===== config.mk =====
export PLATFORM = sky130hd
export DESIGN_NAME = seg7_reader
export DESIGN_NICKNAME = d
export VERILOG_FILES = /design/src/rtl/seg7_pkg.sv /design/src/rtl/seg7_pattern_lookup.sv /design/src/rtl/seg7_reader.sv
export SDC_FILE = /design/constraint.sdc
export NUM_CORES = 1
export LEC_CHECK = 0
export ABC_AREA = 1
export CAP_MARGIN = 15
export CORE_UTILIZATION = 44
export DETAILED_ROUTE_END_ITERATION = 12
export MAX_ROUTING_LAYER = met4
export PLACE_DENSITY = 0.65
export SLEW_MARGIN = 5
export SYNTH_ARGS = -nofsm -noshare
export SYNTH_HDL_FRONTEND = slang
export SYNTH_SLANG_ARGS = --single-unit

===== constraint.sdc =====
create_clock -name clk -period 1.85 [get_ports clk]
set_clock_uncertainty 0.05 [all_clocks]
set_input_delay 0.37 -clock clk [delete_from_list [all_inputs] [get_ports clk]]
set_output_delay 0.37 -clock clk [all_outputs]
set_load 0.01 [all_outputs]

===== src/rtl/seg7_pkg.sv =====
// Shared constants for the 7-segment grade reader: active-low digit patterns,
// pattern classes and reader FSM state encoding.
package seg7_pkg;

    // bit6 = seg a ... bit0 = seg g, active-low
    localparam logic [6:0] SEG_0     = 7'b0000001;
    localparam logic [6:0] SEG_1     = 7'b1001111;
    localparam logic [6:0] SEG_2     = 7'b0010010;
    localparam logic [6:0] SEG_3     = 7'b0000110;
    localparam logic [6:0] SEG_4     = 7'b1001100;
    localparam logic [6:0] SEG_5     = 7'b0100100;
    localparam logic [6:0] SEG_6     = 7'b0100000;
    localparam logic [6:0] SEG_7     = 7'b0001111;
    localparam logic [6:0] SEG_8     = 7'b0000000;
    localparam logic [6:0] SEG_9     = 7'b0000100;
    localparam logic [6:0] SEG_10    = 7'b1000000;
    localparam logic [6:0] SEG_BLANK = 7'b1111111;

    typedef enum logic [1:0] {
        CL_DIGIT = 2'd0,
        CL_BLANK = 2'd1,
        CL_ERRO  = 2'd2
    } seg_class_e;

    localparam logic [1:0] StIdle     = 2'd0;
    localparam logic [1:0] StSettling = 2'd1;
    localparam logic [1:0] StLocked   = 2'd2;

endpackage


===== src/rtl/seg7_pattern_lookup.sv =====
// Combinational decode of an active-low 7-segment pattern into a grade code
// and a class; non-digit patterns always report code 0.
module seg7_pattern_lookup
    import seg7_pkg::*;
(
    input  logic [6:0]  pattern_i,
    output logic [3:0]  code_o,
    output seg_class_e  seg_class_o
);

    always_comb begin
        code_o      = 4'd0;
        seg_class_o = CL_DIGIT;
        case (pattern_i)
            SEG_0:     code_o = 4'd0;
            SEG_1:     code_o = 4'd1;
            SEG_2:     code_o = 4'd2;
            SEG_3:     code_o = 4'd3;
            SEG_4:     code_o = 4'd4;
            SEG_5:     code_o = 4'd5;
            SEG_6:     code_o = 4'd6;
            SEG_7:     code_o = 4'd7;
            SEG_8:     code_o = 4'd8;
            SEG_9:     code_o = 4'd9;
            SEG_10:    code_o = 4'd10;
            SEG_BLANK: seg_class_o = CL_BLANK;
            default:   seg_class_o = CL_ERRO;
        endcase
    end

endmodule


===== src/rtl/seg7_reader.sv =====
// Loopback monitor for the score display: debounces the segment bus and
// recovers the grade, flagging blank and illegal patterns.
module seg7_reader
    import seg7_pkg::*;
#(
    parameter int unsigned STABLE_CYCLES = 4
) (
    input  logic       clk,
    input  logic       reset,
    input  logic [6:0] s_nota,
    output logic [3:0] nota,
    output logic       nota_valid,
    output logic       apagado,
    output logic       erro,
    output logic       nota_strobe
);

    localparam logic [7:0] StableCnt = 8'(STABLE_CYCLES);

    logic [6:0] samp_q, samp_d;
    logic [7:0] cnt_q, cnt_d;
    logic [1:0] state_q, state_d;
    logic [3:0] nota_q, nota_d;
    logic       valid_q, valid_d;
    logic       apagado_q, apagado_d;
    logic       erro_q, erro_d;
    logic       strobe_q, strobe_d;

    logic [3:0] lk_code;
    seg_class_e lk_class;
    logic       changed;
    logic       accept;
    logic       any_accepted;
    logic       new_valid, new_apagado, new_erro;

    seg7_pattern_lookup u_lookup (
        .pattern_i   (samp_q),
        .code_o      (lk_code),
        .seg_class_o (lk_class)
    );

    assign changed      = (s_nota != samp_q);
    // samp_q has now been seen STABLE_CYCLES times in a row
    assign accept       = (state_q == StSettling) && (cnt_q == StableCnt);
    assign any_accepted = valid_q | apagado_q | erro_q;
    assign new_valid    = (lk_class == CL_DIGIT);
    assign new_apagado  = (lk_class == CL_BLANK);
    assign new_erro     = (lk_class == CL_ERRO);

    always_comb begin
        samp_d = s_nota;

        if (changed) begin
            cnt_d = 8'd1;
        end else if (cnt_q >= StableCnt) begin
            cnt_d = cnt_q;
        end else begin
            cnt_d = cnt_q + 8'd1;
        end

        state_d = state_q;
        case (state_q)
            StIdle:     state_d = StSettling;
            // A change on the accepting edge starts the next settle immediately
            StSettling: if (accept && !changed) state_d = StLocked;
            StLocked:   if (changed) state_d = StSettling;
            default:    state_d = StIdle;
        endcase
    end

    always_comb begin
        nota_d    = nota_q;
        valid_d   = valid_q;
        apagado_d = apagado_q;
        erro_d    = erro_q;
        strobe_d  = 1'b0;
        if (accept) begin
            nota_d    = lk_code;
            valid_d   = new_valid;
            apagado_d = new_apagado;
            erro_d    = new_erro;
            strobe_d  = !any_accepted || (lk_code != nota_q) ||
                        ({new_valid, new_apagado, new_erro} != {valid_q, apagado_q, erro_q});
        end
    end

    always_ff @(posedge clk) begin
        if (reset) begin
            samp_q    <= SEG_BLANK;
            cnt_q     <= 8'd0;
            state_q   <= StIdle;
            nota_q    <= 4'd0;
            valid_q   <= 1'b0;
            apagado_q <= 1'b0;
            erro_q    <= 1'b0;
            strobe_q  <= 1'b0;
        end else begin
            samp_q    <= samp_d;
            cnt_q     <= cnt_d;
            state_q   <= state_d;
            nota_q    <= nota_d;
            valid_q   <= valid_d;
            apagado_q <= apagado_d;
            erro_q    <= erro_d;
            strobe_q  <= strobe_d;
        end
    end

    assign nota        = nota_q;
    assign nota_valid  = valid_q;
    assign apagado     = apagado_q;
    assign erro        = erro_q;
    assign nota_strobe = strobe_q;

endmodule


Word level (Yosys, flattened, before mapping)
Index checks and enable logic that the tools add are counted.

$add $sub $neg: 1. $lt $le $gt $ge: 1. Equal/unequal tests: 22. Muxes and demuxes: 7. Bitwise logic cells: 3. Reductions and logical operators: 13.

Operator list (count): 4-bit case mux with 10 select lines (1); 7-bit equality test, second input constant (4); 7-bit by 3-bit equality test with 1-bit output, second input constant (2); 7-bit by 6-bit equality test with 1-bit output, second input constant (2); 11-bit OR reduction (1); 8-bit by 1-bit adder with 8-bit output, second input constant (1); 8-bit by 3-bit equality test with 1-bit output, second input constant (1); 8-bit by 3-bit greater-or-equal comparator with 1-bit output, second input constant (1); 7-bit by 1-bit equality test with 1-bit output, second input constant (1); 7-bit by 4-bit equality test with 1-bit output, second input constant (1); 7-bit by 5-bit equality test with 1-bit output, second input constant (1); 7-bit logical NOT (1); 7-bit != test (1); 2-bit case mux with 3 select lines (1); 2-bit by 1-bit equality test with 1-bit output, second input constant (2); 2-bit equality test, second input constant (2); 2-bit logical NOT (2); 2-bit 2-to-1 mux (2); 2-bit != test, second input constant (2); 4-bit != test (1); 2-bit case mux with 2 select lines (1); 2-bit OR reduction (2); 3-bit != test (1); 1-bit logical AND (2); 7 further kinds (11).

Flip-flop bits (word level): 25. Bits of input ports: 9. Word-level logic and storage cells: 56.

Depth between registers and ports, before layout
Word-level depth: 6. Gate-level depth with buffers: 14.

Modules after synthesis
From an unflattened synthesis, not the netlist that was laid out.

Cells, all modules: 212. Area, all modules: 1366.3 µm².

By module, submodules not included: seg7_reader (times used 1, cells each 160, area an instance 1137.3 µm²); seg7_pattern_lookup (times used 1, cells each 52, area an instance 229.0 µm²).

Least setup slack after synthesis
Ideal clock, no wire load.

Kind: reg2reg. Start point: reg samp_q[3]. End point: reg strobe_q, in the netlist nota_strobe. Library setup time: 0.109 ns. Arrival: 1.240 ns. Data required time: 1.691 ns. Setup slack: 0.451 ns. Cell stages (with the launch flop): 12. Path buffers: 0. Period minus slack after synthesis: 1.399 ns. Cells stage by stage: dfxtp_1 -> nand2_2 -> nor2_4 -> nand2_1 -> nand2_2 -> nor2_2 -> nand2_2 -> nand2_1 -> a21oi_1 -> nand3_1 -> nand2_1 -> inv_1.

Longest elaborated chain between the ends: 6.

Ends and longest elaborated chain: start, declared (line seg7_reader.sv:20) `logic [6:0] samp_q, samp_d;`; start signal, assigned (line seg7_reader.sv:98) `samp_q <= samp_d;`; 7-bit by 1-bit equality test with 1-bit output, or another cell as far along (line seg7_pattern_lookup.sv:14) `case (pattern_i)`; 11-bit OR reduction (no source line); 2-bit case mux with 2 select lines (line seg7_pattern_lookup.sv:14); 2-bit equality test, or another cell as far along (line seg7_reader.sv:48) `assign new_erro = (lk_class == CL_ERRO);`; 3-bit != test (line seg7_reader.sv:83) `({new_valid, new_apagado, new_erro} != {valid_q, apagado_q, erro_q});`; 1-bit logical OR * (line seg7_reader.sv:82) `strobe_d = !any_accepted || (lk_code != nota_q) ||`; end signal, assigned (line seg7_reader.sv:105) `strobe_q <= strobe_d;`; end, declared (line seg7_reader.sv:27) `logic strobe_q, strobe_d;`.

Every way passes the cells marked *; elsewhere a longest branch is shown, timed or not. A chain may end at the register's enable or synchronous reset.

Final worst setup path
Start point: reg valid_q, in the netlist nota_valid. End point: out nota_valid.

RTL lines: start, declared (line seg7_reader.sv:24) `logic valid_q, valid_d;`; start signal, assigned (line seg7_reader.sv:102) `valid_q <= valid_d;`; end, declared (line seg7_reader.sv:12) `output logic nota_valid,`.

No word-level cell between the ends.

==> load_flow_metrics.sql <==
INSERT INTO impl_metrics (metric_group, metric, value, unit) VALUES
('cells_and_area', 'area_delta_synth_final', '18.3', '%'),
('cells_and_area', 'n_antenna_cell', '0', ''),
('clock_tree', 'htreeDepth', '1', ''),
('clock_tree', 'clk_root_buffer_cell', 'sky130_fd_sc_hd__clkbuf_4', ''),
('floorplan', 'dieArea', '3430', 'um2'),
('global_route', 'antenna_found_initial', '0', ''),
('clock_tree', 'numCtsBuffers', '3', ''),
('floorplan', 'start_util', '46.1', '%'),
('floorplan', 'num_io_pins', '17', ''),
('logic_synthesis', 'synthesis.yosys.warnings', '0', ''),
('pwr', 'share_clk_of_total_power', '29.0', '%'),
('status', 'outcome', 'completed', ''),
('pwr', 'power_switching_share', '27.5', '%'),
('placement', 'gp_congestion', '0.806', ''),
('cells_and_area', 'post_route_cells_drive_above_1_share', '16.7', '%'),
('drt', 'vias', '1254', ''),
('worst_setup_path', 'worstSetupEndpointType', 'output port', ''),
('worst_setup_path', 'crit_path_start_kind', 'register', ''),
('logic_synthesis', 'synth_largest_area_cell', 'sky130_fd_sc_hd__dfxtp_1', ''),
('drt', 'wl_per_cell', '9.53', 'um'),
('placement', 'pre_cts_slack', '-0.0255', 'ns'),
('drt', 'ant_nets', '0', ''),
('worst_setup_path', 'crit_path_max_fanout', '5', ''),
('cells_and_area', 'register_area', '502', 'um2'),
('placement', 'dp_hpwl', '2110', 'um'),
('pwr', 'cell_internal_pwr', '690', 'uW'),
('global_route', 'globalRouteOverflowTotal', '0', ''),
('drt', 'first_pass_iteration_count_of_the_detailed_router', '4', ''),
('worst_setup_path', 'critical_path.n_buffers_inverters', '1', ''),
('worst_setup_path', 'critical-path-top-delay-family', 'buffers and inverters', ''),
('placement', 'port_buffers', '16', ''),
('sta', 'post-route-period-util', '93.1', '%'),
('drt', 'drt-initial-drc-count', '28', ''),
('sta', 'worst_slew_pin_tran', '0.279', 'ns'),
('pwr', 'power.density', '571', 'nW/um2'),
('worst_setup_path', 'critical_path.max_stage_delay', '0.55', 'ns'),
('sta', 'clock.fmax', '581', 'MHz'),
('sta', 'period_needed', '1.72', 'ns'),
('logic_synthesis', 'synthesis.instances', '212', ''),
('logic_synthesis', 'most_area_consuming_cells_after_synthesis', 'sky130_fd_sc_hd__dfxtp_1 36%, sky130_fd_sc_hd__nor2_1 9.3%, sky130_fd_sc_hd__nand2_1 9.1%', ''),
('sta', 'grt_setup_unrepaired', 'no', ''),
('logic_synthesis', 'post_synth.cell_area_avg', '6.64', 'um2'),
('clock_tree', 'max-clock-path-buffers', '2', ''),
('pwr', 'power.share.sequential', '59.4', '%'),
('clock_tree', 'clkSlewWorstSetupHoldPaths', '0.16', 'ns'),
('worst_setup_path', 'worst-setup-path-type', 'register to output port', ''),
('sta', 'finalHoldViolCount', '0', ''),
('worst_setup_path', 'worstPathArrival', '1.30', 'ns'),
('cells_and_area', 'layout.filler_cells', '310', ''),
('pwr', 'max-vdd-ir-drop', '0.000354', 'V'),
('cells_and_area', 'layout.nets', '245', ''),
('sta', 'finalSetupViolations', '0', ''),
('clock_tree', 'clkSinkCount', '25', ''),
('placement', 'placed_cells_incl_taps', '273', ''),
('logic_synthesis', 'synth.net_count', '223', ''),
('pwr', 'comb_power_share', '11.6', '%'),
('logic_synthesis', 'seq_area_frac_synth', '35.6', '%'),
('global_route', 'grt_pass1_wl', '4640', 'um'),
('clock_tree', 'cts_hold_buf', '0', ''),
('worst_setup_path', 'crit_chain', 'clkdlybuf4s50_1', ''),
('sta', 'timing.max_slew.rel_slack', '81.2', '%'),
('floorplan', 'chipWidth', '58.6', 'um'),
('floorplan', 'placement_rows', '20', ''),
('floorplan', 'die-height', '58.6', 'um'),
('logic_synthesis', 'syn-cell-area', '1410', 'um2'),
('pwr', 'total_leakage_power', '0.781', 'nW'),
('logic_synthesis', 'netlist-cell-type-count', '24', ''),
('sta', 'setup_slack', '0.128', 'ns'),
('worst_setup_path', 'crit_path_top_delay_cell', 'sky130_fd_sc_hd__clkdlybuf4s50_1', ''),
('drt', 'drt_wl_total', '2640', 'um'),
('cells_and_area', 'post-route-util', '54.5', '%');
[Yosys cell counts]
cell and instances:
sky130_fd_sc_hd__nor2_1 35, sky130_fd_sc_hd__nand2_1 34, sky130_fd_sc_hd__inv_1 33, sky130_fd_sc_hd__dfxtp_1 25, sky130_fd_sc_hd__nand3_1 15, sky130_fd_sc_hd__a21oi_1 12, sky130_fd_sc_hd__nand2_2 9, sky130_fd_sc_hd__o21ai_0 8
sky130_fd_sc_hd__or2_2 7, sky130_fd_sc_hd__xor2_1 7, sky130_fd_sc_hd__inv_2 5, sky130_fd_sc_hd__nand4_1 4, sky130_fd_sc_hd__nor2_2 3, sky130_fd_sc_hd__nor3_1 3, sky130_fd_sc_hd__ha_1 2, sky130_fd_sc_hd__o21ai_1 2
sky130_fd_sc_hd__a21oi_2 1, sky130_fd_sc_hd__buf_2 1, sky130_fd_sc_hd__buf_6 1, sky130_fd_sc_hd__clkbuf_1 1, sky130_fd_sc_hd__nor2_4 1, sky130_fd_sc_hd__nor3_2 1, sky130_fd_sc_hd__nor4_2 1, sky130_fd_sc_hd__o31ai_2 1
[logic make-up (layout without fill, tap and decap cells)]
| group | count (synthesis) | in the layout | synth area share [%] |
|---|---|---|---|
| DFF | 25 | 25 | 35.6 |
| buffers and inverters | 41 | 62 | 11.6 |
| adders and majority gates | 2 | 2 | 1.78 |
| AOI/OAI and AO/OA | 24 | 24 | 9.33 |
| and+or+nand+nor | 113 | 113 | 37.4 |
| xor gates and xnor gates | 7 | 7 | 4.36 |
[per-stage QoR]
stage	TNS [ns]	hold slack (ns)	area, um2
after floorplan	0	0.365	1410
after global placement	-0.0176	0.379	1630
after detailed placement	-0.0796	0.382	1630
after CTS	0	0.403	1660
after global routing	0	0.435	1670
final	0	0.399	1670
[cell type report]
type                    count  share of cell area (%)
inverters                  38                    8.56
clock inverters             1                   0.526
clock buffers               3                    1.35
well taps                  44                    3.31
multi-input cells         146                    44.7
flip-flops and latches     25                    30.1
repair buffers             20                    11.4
[per-layer routing]
layer | part of all wire (%) | vias up | global-route usage, %
li1 | - | 697 | -
met1 | 53 | 539 | 22.7
met2 | 44 | 16 | 30.0
met5 | 0 | - | -
met3 | 2.5 | 2 | 3.96
met4 | 0.80 | 0 | 4.42
[cells in the final DEF, fill, tap and decap left out]
master	n
sky130_fd_sc_hd__nor2_2	3
sky130_fd_sc_hd__clkbuf_4	3
sky130_fd_sc_hd__inv_2	6
sky130_fd_sc_hd__nor3_1	3
sky130_fd_sc_hd__xor2_1	7
sky130_fd_sc_hd__o21ai_0	8
sky130_fd_sc_hd__nand2_1	34
sky130_fd_sc_hd__o31ai_2	1
sky130_fd_sc_hd__inv_1	32
sky130_fd_sc_hd__nor2_1	35
sky130_fd_sc_hd__clkdlybuf4s50_1	16
sky130_fd_sc_hd__o21ai_1	2
sky130_fd_sc_hd__nor4_2	1
sky130_fd_sc_hd__dfxtp_2	1
sky130_fd_sc_hd__or2_2	7
sky130_fd_sc_hd__buf_4	4
sky130_fd_sc_hd__nor2_4	1
sky130_fd_sc_hd__nor3_2	1
sky130_fd_sc_hd__nand2_2	9
sky130_fd_sc_hd__a21oi_1	12
sky130_fd_sc_hd__ha_1	2
sky130_fd_sc_hd__a21oi_2	1
sky130_fd_sc_hd__dfxtp_1	24
sky130_fd_sc_hd__inv_6	1
sky130_fd_sc_hd__nand4_1	4
sky130_fd_sc_hd__nand3_1	15
[sequential cells by signal, indices dropped and copies added (netlist names)]
name         flops
nota             4
samp_q           7
nota_strobe      1
apagado          1
state_q          2
nota_valid       1
cnt_q            8
erro             1
[timing repair]
| item | in CTS | in global routing |
|---|---|---|
| setup buffers | 0 | 0 |
| endpoints found under the setup margin | 0 | 2 |
| gates resized for setup | 0 | 2 |
[worst paths after layout]
| check | from | to | slack, ns | cells after the start |
|---|---|---|---|---|
| setup / recovery | nota_valid$_SDFFE_PP0P_ | nota_valid | 0.13 | 1 |
| hold / removal | cnt_q[5]$_SDFFE_PP0P_ | cnt_q[5]$_SDFFE_PP0P_ | 0.40 | 2 |
| setup reg to reg | samp_q[6]$_SDFF_PP1_ | nota_strobe$_SDFF_PP0_ | 0.25 | 12 |
| hold reg to reg | cnt_q[5]$_SDFFE_PP0P_ | cnt_q[5]$_SDFFE_PP0P_ | 0.40 | 2 |
[power groups by stage]
stage          clock network (mW)  logic, mW  registers [mW]
2_1_floorplan                   0     0.0730           0.572
3_3_place_gp                    0      0.110           0.576
3_5_place_dp                    0      0.111           0.576
4_1_cts                     0.289      0.111           0.564
5_1_grt                     0.307      0.126           0.567
6_report                    0.276      0.110           0.565
Power figures use the tool's default switching activity.
